## src/rtl/scanner_byte_sender.sv

```systemverilog
// Serialises one parallel byte onto the transfer center's data line: request/ready
// handshake, a high start bit, then the data bits MSB first, each held BIT_CYCLES clocks.
module scanner_byte_sender #(
  parameter int DATA_WIDTH = 8,
  parameter int BIT_CYCLES = 1,
  parameter int CNT_W      = 3
) (
  input  logic                  clk,
  input  logic                  rst,
  input  logic                  load,
  input  logic [DATA_WIDTH-1:0] byte_in,
  input  logic                  ready_for_transfer_in,
  output logic                  data_out,
  output logic                  ready_for_transfer_out,
  output logic                  busy,
  output logic                  done,
  output logic [CNT_W-1:0]      bit_count
);

  localparam int DIV_W = (BIT_CYCLES > 1) ? $clog2(BIT_CYCLES) : 1;
  localparam logic [DIV_W-1:0] DIV_LAST = DIV_W'(BIT_CYCLES - 1);
  localparam logic [CNT_W-1:0] BIT_LAST = CNT_W'(DATA_WIDTH - 1);

  typedef enum logic [2:0] {IDLE, REQ, START, DATA, DONE} state_t;

  state_t                state, state_next;
  logic [DATA_WIDTH-1:0] shift_q, shift_next;
  logic [DIV_W-1:0]      div_q, div_next;
  logic [CNT_W-1:0]      bit_next;
  logic                  data_next, rfto_next, busy_next, done_next;
  logic                  div_wrap;

  assign div_wrap = (div_q == DIV_LAST);

  // NOTE: every signal gets a default before the case so no path leaves it unassigned (no latches).
  always_comb begin
    state_next = state;
    shift_next = shift_q;
    div_next   = div_q;
    bit_next   = bit_count;
    unique case (state)
      IDLE: begin
        if (load) begin
          shift_next = byte_in;
          state_next = REQ;
        end
      end
      REQ: begin
        if (ready_for_transfer_in) begin
          state_next = START;
          div_next   = '0;
        end
      end
      START: begin
        if (div_wrap) begin
          div_next   = '0;
          bit_next   = '0;
          state_next = DATA;
        end else begin
          div_next = div_q + 1'b1;
        end
      end
      DATA: begin
        if (div_wrap) begin
          div_next = '0;
          if (bit_count == BIT_LAST) begin
            bit_next   = '0;
            state_next = DONE;
          end else begin
            bit_next   = bit_count + 1'b1;
            shift_next = {shift_q[DATA_WIDTH-2:0], 1'b0};
          end
        end else begin
          div_next = div_q + 1'b1;
        end
      end
      DONE:    state_next = IDLE;
      default: state_next = IDLE;
    endcase

    // Outputs are decoded from the next state so they can be registered with it.
    data_next = (state_next == START) || ((state_next == DATA) && shift_next[DATA_WIDTH-1]);
    rfto_next = (state_next == REQ);
    busy_next = (state_next != IDLE);
    done_next = (state_next == DONE);
  end

  // NOTE: sequential state uses non-blocking assignments so all registers update together on the edge.
  always_ff @(posedge clk) begin
    if (rst) begin
      state                  <= IDLE;
      shift_q                <= '0;
      div_q                  <= '0;
      bit_count              <= '0;
      data_out               <= 1'b0;
      ready_for_transfer_out <= 1'b0;
      busy                   <= 1'b0;
      done                   <= 1'b0;
    end else begin
      state                  <= state_next;
      shift_q                <= shift_next;
      div_q                  <= div_next;
      bit_count              <= bit_next;
      data_out               <= data_next;
      ready_for_transfer_out <= rfto_next;
      busy                   <= busy_next;
      done                   <= done_next;
    end
  end

endmodule

```

## config.mk

```make
export PLATFORM = sky130hd
export DESIGN_NAME = scanner_byte_sender
export DESIGN_NICKNAME = d
export VERILOG_FILES = /design/src/rtl/scanner_byte_sender.sv
export SDC_FILE = /design/constraint.sdc
export NUM_CORES = 1
export LEC_CHECK = 0
export BUFFER_PORTS_ARGS = -buffer_cell sky130_fd_sc_hd__buf_4
export CAP_MARGIN = 20
export CELL_PAD_IN_SITES_DETAIL_PLACEMENT = 2
export CELL_PAD_IN_SITES_GLOBAL_PLACEMENT = 2
export CORE_ASPECT_RATIO = 1.2
export CORE_UTILIZATION = 30
export DETAILED_ROUTE_END_ITERATION = 8
export PLACE_DENSITY_LB_ADDON = 0.1
export SETUP_SLACK_MARGIN = 0.5
export SLEW_MARGIN = 10
export SYNTH_ARGS = -nofsm -noshare
export SYNTH_HDL_FRONTEND = slang
export SYNTH_SLANG_ARGS = --single-unit
export TNS_END_PERCENT = 20
```

## constraint.sdc

```tcl
create_clock -name clk -period 2.6 [get_ports clk]
set_clock_uncertainty 0.2 [all_clocks]
set_input_delay 0.52 -clock clk [delete_from_list [all_inputs] [get_ports clk]]
set_output_delay 0.52 -clock clk [all_outputs]
set_load 0.02 [all_outputs]
```

==> metrics.csv <==
metric;value;unit
antenna_cells;0;
antenna_left;0;
fp.dieArea;0.00277;mm2
cts_buffer_depth;2;
critPathKind;reg -> reg;
cts.repair.resized;0;
gp_congestion;0.752;
slew_viol_final;0;
syn_area;768;um2
synth_area_per_cell;9.26;um2
hold_viol_final;0;
p_int;388;uW
viasPerCell;5.12;
wl_per_cell;14.0;um
worst_setup_path_start_kind;register;
finalNetCount;116;
switching_share;0.266;
rsz0062_at_grt;true;
drv_cap;0;
max-slew-margin-rel;0.682;
cp_max_fo;5;
cp-end-kind;register;
clk_latency;0.28;ns
initial_core_util;0.326;
row_count;19;
syn_inst;83;
cts_sinks;18;
htree_levels;1;
antenna_found_initial;0;
core;0.00235;mm2
r2r_slack;0.60;ns
worst_hold_path_type;reg -> reg;
grt_max_degree;18;
vias;671;
drcViolationCount;0;
area_growth_syn_to_layout;23.6;%
crit_required;2.63;ns
dr.pass1.iters;3;
layoutNonFillerInstCount;131;
power_density;557;mW/mm2
place_inst;128;
cts_tree;built;
clock.fmax;0.500;GHz
dpl-instance-area;927;um2
p_leak;0.000380;uW
clockPowerShare;0.256;
io_pins;19;
setup_violations;0;
drtIter0Drc;6;
cts_buffers;3;
clkTransAtPathRegs;0.10;ns
fin_crit_sh;0.769;
final.setup.tns;0;ns
ys_types;26;
dp_hpwl;1370;um
synth.net_count;97;
grt_pass1_vias;659;
crit_arrival;2.03;ns
p_switching;141;uW
ys_warn_count;0;
io_buffers;18;
seqPwrFrac;0.581;
cts-hold-fix-buffers;0;
wl;1840;um
die_h;57.4;um
worstMarginPinSlew;0.475;ns
gr-usage-all-layers;0.160;
status;finished, final reports clean;
overflow;0;
ys_seq_elements;18;
grt_pass1_wl;3130;um
cts_setup_buffers;0;
fill_cells;265;
final_area;950;um2
chipWidth;48.2;um
ir_drop;0.222;mV
seq_area_frac_synth;0.469;
comb_power_share;0.163;
layout-drive-gt1-share;0.260;
cts_root_buf;clkbuf_4;
timing.final.crit_period;2.00;ns
cells in the mapped netlist:
cell / count / area, um2
dfxtp_1: 18 / 360
a21oi_1: 11 / 55.1
nand2_1: 10 / 37.5
a22oi_1: 7 / 52.6
nor2_1: 5 / 18.8
nor3_1: 5 / 25.0
buf_2: 3 / 15.0
nand2b_1: 3 / 18.8
ha_1: 2 / 25.0
nand3_1: 2 / 10.0
nor2b_1: 2 / 12.5
a2111oi_2: 1 / 15.0
a211oi_1: 1 / 7.51
a221o_1: 1 / 10.0
a32o_1: 1 / 10.0
and2_1: 1 / 6.26
and2b_1: 1 / 7.51
buf_1: 1 / 3.75
buf_4: 1 / 7.51
clkbuf_1: 1 / 3.75
inv_1: 1 / 3.75
mux2_2: 1 / 11.3
mux2i_1: 1 / 10.0
nor4b_4: 1 / 23.8
nor4bb_1: 1 / 10.0
o21a_1: 1 / 7.51
cells by family (layout without fill, tap and decap cells):
logic type / Yosys count / count (layout) / share of synthesized area
flops: 18 / 18 / 0.469
compound gates: 23 / 23 / 0.205
mux: 2 / 2 / 0.0277
simple gates: 31 / 31 / 0.222
buf+inv: 7 / 24 / 0.0440
fa+ha+maj: 2 / 2 / 0.0326
worst max-delay path, cell delays in order, from the launching register on:
cell and delay [ns]:
dfxtp_1 0.35, ha_1 0.21, ha_1 0.23, mux2_2 0.28, a211oi_1 0.37, and2b_1 0.20, o21a_1 0.12
power by group through the flow:
stage | Clock (uW) | Sequential, uW | Combinational, uW
6_report | 135 | 307 | 86.1
2_1_floorplan | 0 | 311 | 53.4
4_1_cts | 145 | 307 | 88.2
3_5_place_dp | 0 | 314 | 87.8
5_1_grt | 155 | 310 | 96.3
3_3_place_gp | 0 | 313 | 84.5
placed cells by master (no fill, tap or decap), types with 2 or more instances in the layout:
cell type,n
a21oi_1,11
a22oi_1,7
buf_4,20
clkbuf_4,3
dfxtp_1,18
ha_1,2
nand2_1,10
nand2b_1,3
nand3_1,2
nor2_1,5
nor2b_1,2
nor3_1,5
flip-flops by register name, summed over array words and instances, names as in the netlist:
signal	cells
data_out	1
ready_for_transfer_out	1
done	1
busy	1
shift_q	8
state	3
bit_count	3
per-stage QoR:
step | setup slack [ns] | power (uW) | util | hold WS [ns]
after floorplan | 0.699 | 364 | - | 0.237
after global placement | 0.635 | 398 | 0.394 | 0.247
after detailed placement | 0.593 | 401 | 0.394 | 0.251
after CTS | 0.563 | 541 | 0.404 | 0.266
after global routing | 0.479 | 561 | 0.404 | 0.291
final | 0.601 | 529 | 0.404 | 0.263
metal layers:
metal | part of all wire | track usage | vias up
met5 | 0 | 0 | -
met3 | 0.028 | 0.0380 | 2
met4 | 0.0092 | 0.0714 | 0
met2 | 0.54 | 0.250 | 10
li1 | - | - | 331
met1 | 0.43 | 0.202 | 328
layout make-up:
class | count | area, um2 | area share
Inverter | 1 | 3.75 | 0.00395
Clock buffer | 3 | 22.5 | 0.0237
Timing Repair Buffer | 20 | 150 | 0.158
Tap cell | 31 | 38.8 | 0.0408
Sequential cell | 18 | 360 | 0.379
Multi-Input combinational cell | 58 | 374 | 0.394
path summary, 6_finish.rpt:
path                     start                     end  depth (start not counted)
hold reg to reg     shift_q[2]              shift_q[2]                          2
setup reg to reg  bit_count[0]  ready_for_transfer_out                          6
hold / removal      shift_q[2]              shift_q[2]                          2
setup / recovery  bit_count[0]  ready_for_transfer_out                          6
No activity file was read; power rests on OpenSTA's default activity.
